<file path="config.mk">
export PLATFORM = sky130hd
export DESIGN_NAME = zz_varint_seq
export DESIGN_NICKNAME = d
export VERILOG_FILES = /design/src/rtl/zz_varint_seq_pkg.sv /design/src/rtl/zz_varint_seq_xform.sv /design/src/rtl/zz_varint_seq.sv
export SDC_FILE = /design/constraint.sdc
export NUM_CORES = 1
export LEC_CHECK = 0
export CAP_MARGIN = 30
export CORE_MARGIN = 10
export CORE_UTILIZATION = 49
export CTS_CLUSTER_DIAMETER = 120
export DETAILED_ROUTE_END_ITERATION = 8
export GPL_TIMING_DRIVEN = 0
export MAX_ROUTING_LAYER = met4
export PLACE_DENSITY = 0.77
export SLEW_MARGIN = 10
export SYNTH_ARGS = -nofsm -noshare
export SYNTH_HDL_FRONTEND = slang
export SYNTH_SLANG_ARGS = --single-unit
</file>
<file path="constraint.sdc">
create_clock -name clk -period 2.05 [get_ports clk]
set_input_delay 0.41 -clock clk [delete_from_list [all_inputs] [get_ports clk]]
set_output_delay 0.41 -clock clk [all_outputs]
set_load 0.02 [all_outputs]
</file>
<file path="src/rtl/zz_varint_seq_pkg.sv">
// Shared types and constants for the zigzag/varint field serializer.
package zz_pkg;

  typedef enum logic [1:0] {
    ZZ_UINT   = 2'd0,
    ZZ_INT32  = 2'd1,
    ZZ_SINT32 = 2'd2,
    ZZ_SINT64 = 2'd3
  } zz_mode_t;

  typedef enum logic {
    ST_IDLE = 1'b0,
    ST_EMIT = 1'b1
  } zz_state_t;

  localparam int VARINT_GRP_W     = 7;
  localparam int MAX_VARINT_BYTES = 10;
  localparam int BCNT_W           = 4;

  // Index of the last legal byte of a varint; a continuation here is an overflow.
  localparam logic [BCNT_W-1:0] BCNT_LAST = BCNT_W'(MAX_VARINT_BYTES - 1);

  function automatic logic varint_cont(input logic [63:0] sh);
    return |sh[63:VARINT_GRP_W];
  endfunction

endpackage

</file>
<file path="src/rtl/zz_varint_seq_xform.sv">
// Combinational protobuf scalar transform: zigzag for sint32/sint64,
// sign extension for int32, passthrough for uint.
module zz_xform
  import zz_pkg::*;
(
  input  logic [63:0] in_val,
  input  zz_mode_t    in_mode,
  output logic [63:0] v64
);

  logic [31:0] zz32;
  logic [63:0] zz64;

  // Zigzag maps n to (n << 1) ^ (n >> (w-1)) with an arithmetic shift.
  assign zz32 = {in_val[30:0], 1'b0} ^ {32{in_val[31]}};
  assign zz64 = {in_val[62:0], 1'b0} ^ {64{in_val[63]}};

  always_comb begin
    v64 = in_val;
    case (in_mode)
      ZZ_UINT:   v64 = in_val;
      ZZ_INT32:  v64 = {{32{in_val[31]}}, in_val[31:0]};
      ZZ_SINT32: v64 = {32'b0, zz32};
      ZZ_SINT64: v64 = zz64;
      default:   v64 = in_val;
    endcase
  end

endmodule

</file>
<file path="src/rtl/zz_varint_seq.sv">
// Field-value serializer: transforms one scalar and emits its base-128 varint
// one byte per cycle. Define ZZ_STATS_EN to add field/byte statistics counters.
module zz_varint_seq
  import zz_pkg::*;
#(
  parameter int CNT_W = 32
) (
  input  logic        clk,
  input  logic        rst,
  input  logic        in_valid,
  output logic        in_ready,
  input  logic [63:0] in_val,
  input  logic [1:0]  in_mode,
  output logic        out_valid,
  input  logic        out_ready,
  output logic [7:0]  out_byte,
  output logic        out_last,
  output logic        busy
`ifdef ZZ_STATS_EN
  ,
  input  logic             stats_clr,
  output logic [CNT_W-1:0] fld_cnt,
  output logic [CNT_W-1:0] byte_cnt
`endif
);

  if (CNT_W < 1) begin : g_bad_cnt_w
    $error("CNT_W must be at least 1");
  end

  zz_state_t         state_reg, state_next;
  logic [63:0]       sh_reg, sh_next;
  logic [BCNT_W-1:0] bcnt_reg, bcnt_next;

  logic [63:0] v64;
  logic        cont;
  logic        emit;
  logic        in_fire;
  logic        out_fire;

  zz_xform u_xform (
    .in_val  (in_val),
    .in_mode (zz_mode_t'(in_mode)),
    .v64     (v64)
  );

  assign cont = varint_cont(sh_reg);
  assign emit = (state_reg == ST_EMIT);

  // Outputs are forced to their idle values while rst is high so the reset
  // cycle itself presents no byte and accepts no field.
  assign out_valid = emit & ~rst;
  assign busy      = emit & ~rst;
  assign out_byte  = rst ? 8'h00 : {cont, sh_reg[VARINT_GRP_W-1:0]};
  assign out_last  = rst | ~cont;
  assign in_ready  = ~rst & (emit ? (out_ready & ~cont) : 1'b1);

  assign in_fire  = in_valid & in_ready;
  assign out_fire = out_valid & out_ready;

  always_ff @(posedge clk) begin
    if (rst) begin
      state_reg <= ST_IDLE;
      sh_reg    <= '0;
      bcnt_reg  <= '0;
    end else begin
      state_reg <= state_next;
      sh_reg    <= sh_next;
      bcnt_reg  <= bcnt_next;
    end
  end

  // A new field can only be accepted in IDLE or on the final byte, so the
  // load path has priority over both the shift and the return to IDLE.
  always_comb begin
    state_next = state_reg;
    sh_next    = sh_reg;
    bcnt_next  = bcnt_reg;
    if (in_fire) begin
      state_next = ST_EMIT;
      sh_next    = v64;
      bcnt_next  = '0;
    end else if (out_fire && out_last) begin
      state_next = ST_IDLE;
    end else if (out_fire) begin
      sh_next   = sh_reg >> VARINT_GRP_W;
      bcnt_next = bcnt_reg + BCNT_W'(1);
    end
  end

  a_varint_len : assert property (@(posedge clk) disable iff (rst)
    !(emit && (bcnt_reg == BCNT_LAST) && cont));

`ifdef ZZ_STATS_EN
  logic [CNT_W-1:0] fld_cnt_reg;
  logic [CNT_W-1:0] byte_cnt_reg;

  always_ff @(posedge clk) begin
    if (rst || stats_clr) begin
      fld_cnt_reg  <= '0;
      byte_cnt_reg <= '0;
    end else begin
      if (in_fire)  fld_cnt_reg  <= fld_cnt_reg + CNT_W'(1);
      if (out_fire) byte_cnt_reg <= byte_cnt_reg + CNT_W'(1);
    end
  end

  assign fld_cnt  = fld_cnt_reg;
  assign byte_cnt = byte_cnt_reg;
`endif

endmodule

</file>
# Yosys cells after proc, flatten, opt, wreduce, memory -nomap -nowiden

Index checks and enable logic that the tools add are counted.

Flip-flop bits (word level): 65
Output and inout bits: 12
Word-level logic and storage cells: 30
Bits of input ports: 70

Reduce and logical (&&, ||, !) cells: 6
Multiplexer cells: 8
Bitwise gates (word level): 10
Eq/ne operators: 4

Operators with widths:

| kind                 | number |
|---|---|
| $pmux W64 S4         | 1 |
| $mux W64             | 3 |
| $xor A64 B64 Y64     | 1 |
| $reduce_or A57 Y1    | 1 |
| $xor A32 B32 Y32     | 1 |
| $mux W8              | 1 |
| $and A1 B1 Y1        | 5 |
| $eq A2 B2 Y1 const B | 2 |
| $reduce_bool A2 Y1   | 2 |
| $mux W1              | 3 |
| $eq A2 B1 Y1 const B | 1 |
| $logic_not A2 Y1     | 1 |
| $ne A2 B2 Y1 const B | 1 |
| $not A1 Y1           | 2 |
| $reduce_and A2 Y1    | 1 |
| $logic_and A1 B1 Y1  | 1 |
| $or A1 B1 Y1         | 1 |

# Depth between registers and ports, before layout

Gate-level depths: netlist of the first run.

Depth after elaboration: 8
Gate-level depth with buffers: 8
Mapped depth without buffers: 5

# Hierarchy

From an unflattened synthesis of the first run, not the netlist that was laid out.

Cell total of the unflattened synthesis: 628
Area, all modules: 4956.0 um^2

By module, submodules not included:

| module        | seq. area each (um^2) | cells each | instances | area each (um^2) |
|---|---|---|---|---|
| zz_varint_seq | 1301.2                | 404        | 1         | 3403.3 |
| zz_xform      | 0.0                   | 224        | 1         | 1552.7 |

# Worst setup path before layout of the first run

Ideal clock, no wire load.

Kind: flip-flop to output port
From: register sh_reg[60]
To: output port in_ready
Setup slack: -182 ps
Required time: 1640 ps
Buffers on the path: 2
Arrival time: 1822 ps
Stages on the path, launching flop included: 8
Cell sequence: dfxtp_1 -> nor4_1 -> nand4_1 -> nor4_2 -> buf_2 -> buf_2 -> a21oi_1 -> nor2_1

Cells in the longest elaborated chain, start to end: 5

Ends and longest elaborated chain:

| what                   | line                    | source |
|---|---|---|
| from (decl)            | zz_varint_seq.sv:32     | `logic [63:0] sh_reg, sh_next;` |
| from (signal assigned) | zz_varint_seq.sv:68     | `sh_reg <= sh_next;` |
| $reduce_or A57 Y1      | zz_varint_seq_pkg.sv:24 | `return \|sh[63:VARINT_GRP_W];` |
| $not A1 Y1             | zz_varint_seq.sv:56     | `assign in_ready = ~rst & (emit ? (out_ready & ~cont) : 1'b1);` |
| $and A1 B1 Y1          | zz_varint_seq.sv:56     |  |
| $mux W1                | zz_varint_seq.sv:56     |  |
| $and A1 B1 Y1          | zz_varint_seq.sv:56     |  |
| to (decl)              | zz_varint_seq.sv:11     | `output logic in_ready,` |

Every way passes these cells.

# Worst setup path after layout of the first run

From: register sh_reg[30]
To: output port in_ready

Same word-level chain as after synthesis.

==> summary.txt, run 1 <==
Routing
  • DRC Markers: 0
  • Total wirelength of the detailed-routed design: 16.1 mm
  • Average via count per standard cell: 6.04
  • Count of vias placed by the detailed router: 5238
  • Mean routed wirelength per cell: 18.6 um
  • 1st-iter DRT viols: 417
  • DRT Pass-1 Iters: 5
  • ANT nets after route: 0

Job
  • Number of maximum-capacitance violations: 0

Worst setup path
  • Arrival @ worst endpoint: 2.11 ns
  • Nature of the critical path startpoint: register
  • Maximum fanout encountered on the critical timing path: 4
  • Required time reported for the critical path endpoint: 1.64 ns
  • Startpoint of the lowest-slack register-to-register path: sh_reg[8]$_SDFFE_PP0P_
  • Setup crit end kind: primary output
  • Worst reg2reg endpoint: sh_reg[32]$_SDFFE_PP0P_
  • Count of cells along the worst register-to-register path: 7
  • Critical path type: register to primary output
  • R2R Setup Slk: -0.27 ns

Timing
  • Post-route setup slack: -0.467 ns
  • Timing-limited maximum frequency: 397 MHz
  • Setup Viol. Count Final: 67
  • Max Transition Viols Final: 0
  • Worst setup skew after layout: 0.0120 ns
  • Slew Limit Headroom: 48.5%
  • Pin slew with the least headroom to its limit: 0.772 ns
  • Final cycle utilization of the critical path: 123%
  • Unrepaired setup endpoints after global routing: true
  • Post-route minimum period: 2.52 ns
  • Worst hold slack after final layout: 0.518 ns
  • Number of endpoints with negative hold slack in the final report: 0

Yosys
  • Net count after synthesis: 708
  • Sequential area share after synthesis: 27.3%
  • Post-synth EDFFs: 0
  • Total number of yosys warnings: 0
  • Number of storage elements in the synthesis netlist: 65
  • Post-synth ARST share: 0%
  • Synthesized area: 4760 sq um
  • Mean Syn Cell Area: 7.46 sq um
  • Gate count after technology mapping: 638
  • Primary flip-flop cell chosen by synthesis mapping: sky130_fd_sc_hd__dfxtp_1
  • Number of library cell types mapped by synthesis: 41

Place
  • DP HPWL: 11.8 mm
  • Number of port buffers: 77
  • Dpl cell area: 5730 sq um
  • Last weighted congestion value of the routability-driven placer: 0.932
  • Number of cells after detailed placement: 844

Power
  • Net switching fraction of the power: 32.5%
  • Pwr dens: 553 nW/um^2
  • Sequential power share: 42.1%
  • Switching pwr: 1.11 mW
  • Cell Int Power: 2.32 mW
  • Combinational power share: 28.8%
  • Overall power consumption: 3.43 mW
  • Clock group share of total power: 29.1%
  • Leakage power of the design: 2.08 nW
  • Worst vdd rail ir drop: 0.000331 V

Min path
  • WHS Endpoint: sh_reg[11]$_SDFFE_PP0P_
  • Number of cells on the worst hold path: 2
  • Worst hold-check path type: register to register
  • Hold Crit Start: sh_reg[18]$_SDFFE_PP0P_

Clocking
  • Number of CTS-inserted buffers: 9
  • H-Tree Level Count: 3
  • CTS Root Buffer Type: sky130_fd_sc_hd__clkbuf_8
  • TritonCTS clock tree: done
  • Num Clock Sinks: 65
  • Source-to-sink clock delay at the later pin of the worst-skew pair: 0.36 ns
  • Clock slew seen by the registers of the worst setup and hold paths: 0.08 ns
  • Number of buffers added to fix hold violations after cts: 0
  • Longest Clk Path Bufs: 2

Outcome
  • Status: complete, but fails checks
  • Violations in the final reports: negative setup slack

Global route
  • Number of antenna violations at the first check in global routing: 0
  • GR Util met2: 34.4%
  • Vias in the first global route: 5093
  • Total routing usage reported by global routing: 22.5%
  • Overflow left after global routing: 0
  • Wire length of the first global-routing pass: 25.8 mm
  • Maximum number of pins on one net before global-route repair: 11
  • Busiest layer in global routing: met2
  • Met1 global-route usage: 29.4%
  • Global routing usage on met3: 4.52%

Floorplanning
  • Die Span X: 119 um
  • Effective utilization at floorplan: 51.0%
  • IO Count: 82
  • Std-Cell Rows: 35
  • Die Area: 14100 sq um
  • Die height: 119 um
  • Core Region: 9330 sq um

Finish
  • Non-filler instance count after layout: 867
  • Post-Layout Inst Area: 6200 sq um
  • Area growth syn-to-layout: 30.3%
  • Final Net Count: 803
  • Final antenna diode count: 0
  • Max FFs per register: 64
  • Filler cells: 801
  • Fraction of layout cells with a size suffix above 1: 16.9%
area by class of cell:
cell class,count,area [sq um],share of cell area [%]
multi-input cells,492,3320,53.5
well taps,129,161,2.60
inverters,4,15.0,0.242
clock buffers,13,159,2.56
clock inverters,3,15.0,0.242
plain buffers,77,383,6.17
repair buffers,84,835,13.5
flip-flops and latches,65,1320,21.2
through the flow:
| step | util, % | setup slack, ns | setup TNS (ns) |
|---|---|---|---|
| floorplan | - | 0.00139 | 0 |
| global placement | 61.4 | -0.876 | -38.31 |
| detailed placement | 61.4 | -0.854 | -39.07 |
| CTS | 65.3 | -0.455 | -16.07 |
| global route | 66.5 | -0.554 | -21.47 |
| finish | 66.5 | -0.467 | -14.23 |
synth_stat cells (2+ instances only):
| cell type | number | area share [%] |
|---|---|---|
| sky130_fd_sc_hd__nand3_1 | 2 | 0.21 |
| sky130_fd_sc_hd__a311oi_1 | 26 | 4.8 |
| sky130_fd_sc_hd__mux2i_1 | 2 | 0.42 |
| sky130_fd_sc_hd__a21oi_1 | 127 | 13 |
| sky130_fd_sc_hd__a311oi_2 | 28 | 8.8 |
| sky130_fd_sc_hd__xor2_1 | 30 | 5.5 |
| sky130_fd_sc_hd__o2bb2ai_1 | 6 | 1.1 |
| sky130_fd_sc_hd__a22o_1 | 2 | 0.37 |
| sky130_fd_sc_hd__nand4_1 | 4 | 0.53 |
| sky130_fd_sc_hd__nand2_1 | 59 | 4.7 |
| sky130_fd_sc_hd__o22ai_1 | 25 | 3.3 |
| sky130_fd_sc_hd__inv_1 | 4 | 0.32 |
| sky130_fd_sc_hd__nor4_1 | 13 | 1.7 |
| sky130_fd_sc_hd__nor2_1 | 48 | 3.8 |
| sky130_fd_sc_hd__dfxtp_1 | 65 | 27 |
| sky130_fd_sc_hd__clkbuf_1 | 57 | 4.5 |
| sky130_fd_sc_hd__o211ai_1 | 7 | 1.1 |
| sky130_fd_sc_hd__xnor2_1 | 32 | 5.9 |
| sky130_fd_sc_hd__buf_2 | 11 | 1.2 |
| sky130_fd_sc_hd__buf_6 | 4 | 0.95 |
| sky130_fd_sc_hd__nor2b_1 | 7 | 0.92 |
| sky130_fd_sc_hd__buf_1 | 3 | 0.24 |
| sky130_fd_sc_hd__o21ai_0 | 57 | 6.0 |
| sky130_fd_sc_hd__a31oi_1 | 2 | 0.26 |
metal layers:
metal / vias up / wire length (um)
met5: - / 0
met4: 0 / 242
met3: 24 / 1240
met2: 220 / 7590
met1: 2465 / 7040
li1: 2529 / -
power groups by stage:
stage          combinational [mW]  sequential (mW)  clock (mW)
2_1_floorplan               0.608             1.42           0
3_3_place_gp                0.899             1.45           0
3_5_place_dp                0.921             1.45           0
4_1_cts                     0.957             1.43        1.01
5_1_grt                      1.08             1.45        1.06
6_report                    0.989             1.44       0.997
kinds of logic (layout without fill, tap and decap cells):
| kind of cell | Yosys count | in the layout | synth area share, % |
|---|---|---|---|
| XOR/XNOR | 62 | 62 | 11.4 |
| multiplexers | 3 | 3 | 0.657 |
| buffers and inverters | 81 | 181 | 7.42 |
| AO/OA/AOI/OAI | 284 | 284 | 39.8 |
| flip-flops | 65 | 65 | 27.3 |
| AND/OR/NAND/NOR | 143 | 143 | 13.4 |
placed cells by master, fill, tap and decap left out, types with 8 or more instances in the layout:
master	Yosys	routed
sky130_fd_sc_hd__xnor2_1	32	32
sky130_fd_sc_hd__buf_4	1	9
sky130_fd_sc_hd__nor2_1	48	47
sky130_fd_sc_hd__a21oi_2	0	18
sky130_fd_sc_hd__a21oi_1	127	108
sky130_fd_sc_hd__dfxtp_1	65	56
sky130_fd_sc_hd__buf_6	4	10
sky130_fd_sc_hd__o21ai_0	57	57
sky130_fd_sc_hd__xor2_1	30	30
sky130_fd_sc_hd__a311oi_1	26	26
sky130_fd_sc_hd__a311oi_2	28	28
sky130_fd_sc_hd__clkbuf_1	57	48
sky130_fd_sc_hd__buf_2	11	8
sky130_fd_sc_hd__clkbuf_8	0	11
sky130_fd_sc_hd__clkdlybuf4s50_1	0	68
sky130_fd_sc_hd__nand2_1	59	59
sky130_fd_sc_hd__o22ai_1	25	25
sky130_fd_sc_hd__dfxtp_2	0	8
repair_timing:
action / CTS / global route
pin swaps: 11 / 8
buffers inserted: 6 / 1
setup endpoints to repair: 73 / 71
resized for setup: 58 / 33
worst max-delay path: stages, from the launching register on:
cell and delay [ns]:
sky130_fd_sc_hd__dfxtp_1 0.34, sky130_fd_sc_hd__nor4_1 0.27, sky130_fd_sc_hd__nand4_1 0.23, sky130_fd_sc_hd__nor4_4 0.36, sky130_fd_sc_hd__buf_6 0.18, sky130_fd_sc_hd__buf_6 0.11
sky130_fd_sc_hd__a21oi_4 0.05, sky130_fd_sc_hd__nor2_4 0.08, sky130_fd_sc_hd__buf_6 0.12
worst max-delay path by stage:
stage                                       start       end  slack (ns)
after detailed placement  sh_reg[56]$_SDFFE_PP0P_  in_ready       -0.85
after global placement     sh_reg[9]$_SDFFE_PP0P_  in_ready       -0.88
after CTS                 sh_reg[59]$_SDFFE_PP0P_  in_ready       -0.46
after global routing       sh_reg[8]$_SDFFE_PP0P_  in_ready       -0.55
final                     sh_reg[30]$_SDFFE_PP0P_  in_ready       -0.47
after floorplan           sh_reg[52]$_SDFFE_PP0P_  in_ready       0.001
No activity file was read; power rests on OpenSTA's default activity.
==> run 2: changes to the inputs <==
Settings changed: CORE_ASPECT_RATIO from default to 1.25.
==> run 2 against run 1 <==
  * The run still ends with negative setup slack left
  * Sequential power about the same
  * Final area increased by 1.9%
  * Clock skew shrank 0.0074 ns
  * Sequential share of layout area decreased by 0.50 points
  * Critical path depth unchanged
  * Cell count shrank 0.46%
  * Critical path type unchanged
  * Largest power group is now the clock network
==> summary.txt, run 2 (synthesized netlist as in run 1, its figures left out) <==
Floorplanning
  • IO Count: 82 (unchanged)
  • Std-Cell Rows: 40 (+14%)
  • Die Span X: 108 um (-8.8%)
  • Die height: 130 um (+9.8%)
  • Core Region: 9560 sq um (+2.5%)
  • Effective utilization at floorplan: 49.8% (-1.2 points)
  • Die Area: 14100 sq um (+0.17%)

Worst setup path
  • Arrival @ worst endpoint: 2.15 ns (+0.04 ns)
  • CP Launch Point: sh_reg[26]$_SDFFE_PP0P_
  • Critical path's largest stage delay: 0.39 ns (+0.03 ns)
  • Startpoint of the lowest-slack register-to-register path: sh_reg[60]$_SDFFE_PP0P_
  • Slowest-stage cell, CP: sky130_fd_sc_hd__nor4_4
  • Nature of the critical path startpoint: register
  • Top cell by count, worst path: sky130_fd_sc_hd__buf_6
  • Setup crit end kind: primary output
  • Maximum fanout encountered on the critical timing path: 3 (-1)
  • Critical path type: register to primary output
  • Cells traversed along the worst timing path: nor4_4 > nand4_1 > nor4_4 > buf_6 > buf_6 > a21oi_4 > nor2_4 > buf_6
  • Required time reported for the critical path endpoint: 1.64 ns (about the same)

Routing
  • DRT Pass-1 Iters: 5 (unchanged)
  • Mean routed wirelength per cell: 19.3 um (+3.9%)
  • ANT nets after route: 0 (unchanged)
  • Average via count per standard cell: 6.21 (+2.8%)
  • Count of vias placed by the detailed router: 5362 (+2.4%)
  • 1st-iter DRT viols: 431 (+3.4%)
  • DRC Markers: 0 (unchanged)
  • Total wirelength of the detailed-routed design: 16.7 mm (+3.4%)

Min path
  • Hold Crit Start: sh_reg[38]$_SDFFE_PP0P_
  • Worst hold-check path type: register to register

Finish
  • Most frequent standard cell in the layout excluding fill and tap cells: sky130_fd_sc_hd__a21oi_1
  • Utilization after layout: 66.1% (-0.37 points)
  • Fraction of layout cells with a size suffix above 1: 17.1% (+0.16 points)
  • Final antenna diode count: 0 (unchanged)
  • Area growth syn-to-layout: 32.8%
  • Max FFs per register: 64 (unchanged)
  • Leading cell types in the layout, fill and taps excluded: sky130_fd_sc_hd__a21oi_1, sky130_fd_sc_hd__clkdlybuf4s50_1, sky130_fd_sc_hd__dfxtp_1, sky130_fd_sc_hd__nand2_1, sky130_fd_sc_hd__o21ai_0
  • Filler cells: 786 (-1.9%)
  • Post-Layout Inst Area: 6320 sq um (+1.9%)
  • Final Net Count: 803 (unchanged)

Global route
  • Total routing usage reported by global routing: 23.9% (+1.4 points)
  • Number of antenna violations at the first check in global routing: 0 (unchanged)
  • Wire length of the first global-routing pass: 26.7 mm (+3.6%)
  • Vias in the first global route: 5359 (+5.2%)
  • Overflow left after global routing: 0 (unchanged)
  • Maximum number of pins on one net before global-route repair: 11 (unchanged)

Power
  • Leakage power of the design: 2.10 nW (+0.92%)
  • Pwr dens: 641 nW/um^2 (+16%)
  • Overall power consumption: 4.05 mW (+18%)
  • Worst vdd rail ir drop: 0.000467 V (+41%)

Clocking
  • Number of CTS-inserted buffers: 9 (unchanged)
  • Source-to-sink clock delay at the later pin of the worst-skew pair: 0.33 ns (-0.03 ns)
  • H-Tree Level Count: 3 (unchanged)
  • Num Clock Sinks: 65 (unchanged)
  • Number of buffers added to fix hold violations after cts: 0 (unchanged)
  • TritonCTS clock tree: done
  • Clock slew seen by the registers of the worst setup and hold paths: 0.05 ns (-0.03 ns)
  • CTS Root Buffer Type: sky130_fd_sc_hd__clkbuf_16
  • Longest Clk Path Bufs: 2 (unchanged)

Timing
  • Post-route setup slack: -0.511 ns (-0.0432 ns)
  • Max Transition Viols Final: 0 (unchanged)
  • Post-route minimum period: 2.56 ns (+0.0432 ns)
  • Slew Limit Headroom: 48.9% (+0.35 points)
  • Worst setup skew after layout: 0.00465 ns (-0.00738 ns)
  • Worst hold slack after final layout: 0.500 ns (-0.0176 ns)
  • Timing-limited maximum frequency: 391 MHz (-1.7%)
  • Pin slew with the least headroom to its limit: 0.767 ns (-0.00522 ns)
  • Final cycle utilization of the critical path: 125% (+2.1 points)
  • Setup Viol. Count Final: 67 (unchanged)
  • Unrepaired setup endpoints after global routing: true
  • Number of endpoints with negative hold slack in the final report: 0 (unchanged)

Place
  • Number of port buffers: 77 (unchanged)
  • Post-placement worst setup slack: -0.925 ns (-0.0713 ns)
  • Dpl cell area: 5730 sq um (about the same)
  • DP HPWL: 12.3 mm (+3.6%)
  • Last weighted congestion value of the routability-driven placer: 0.938 (+0.62%)

Outcome
  • Status: complete, but fails checks
  • Violations in the final reports: negative setup slack

Job
  • Number of maximum-capacitance violations: 0 (unchanged)
-- run 2: cell count changes in the layout (fill, tap and decap cells not counted), moves of 5 or more --
| cell | delta |
|---|---|
| sky130_fd_sc_hd__clkbuf_16 | +9 |
| sky130_fd_sc_hd__clkbuf_8 | -7 |
| sky130_fd_sc_hd__dfxtp_1 | +5 |
| sky130_fd_sc_hd__dfxtp_2 | -5 |
-- run 2: worst max-delay path, delay by kind of cell, from the launching register on --
kind            cells  cell delay (ns)
buf+inv             3             0.40
simple gates        4             1.01
compound gates      1             0.06
flops               1             0.36
-- run 2: stage by stage --
| step | instances | TNS (ns) |
|---|---|---|
| floorplan | 638 | 0 |
| global placement | 841 | -35.40 |
| detailed placement | 841 | -36.10 |
| CTS | 861 | -14.17 |
| global route | 863 | -28.19 |
| finish | 863 | -21.82 |
-- run 2: what timing repair did --
item	4_1_cts	5_1_grt
pin swaps	10	4
hold endpoints to repair	0	0
buffers inserted	5	2
endpoints found under the setup margin	72	70
gates resized for setup	72	13
-- run 2: cell type report --
class	instances	area (sq um)	share of cell area, %
clock buffers	13	280	4.43
inverters	4	15.0	0.238
repair buffers	84	828	13.1
clock inverters	2	35.0	0.554
multi-input cells	492	3310	52.4
well taps	126	158	2.49
plain buffers	77	385	6.10
flip-flops and latches	65	1310	20.7
-- run 2: routing by layer --
layer  global-route usage [%]  routed length [um]  vias to the layer above  share of wire (%)
met1                     27.0                6520                     2523                 39
met4                     11.6                 628                        0                3.8
li1                         -                   -                     2534                  -
met2                     40.5                8470                      245                 51
met3                     3.50                1040                       60                6.3
met5                        -                   0                        -                  0
-- run 2: path summary, 6_finish.rpt --
kind                        endpoint  slack, ns  cells past startpoint
max reg2reg  sh_reg[30]$_SDFFE_PP0P_      -0.40                      7
min          sh_reg[31]$_SDFFE_PP0P_       0.50                      2
min reg2reg  sh_reg[31]$_SDFFE_PP0P_       0.50                      2
max                         in_ready      -0.51                      8
-- run 2: where the power goes --
group | total, mW | switching, mW | internal (mW)
logic | 0.999 | 0.541 | 0.458
registers | 1.44 | 0.0896 | 1.35
clock network | 1.61 | 0.547 | 1.06
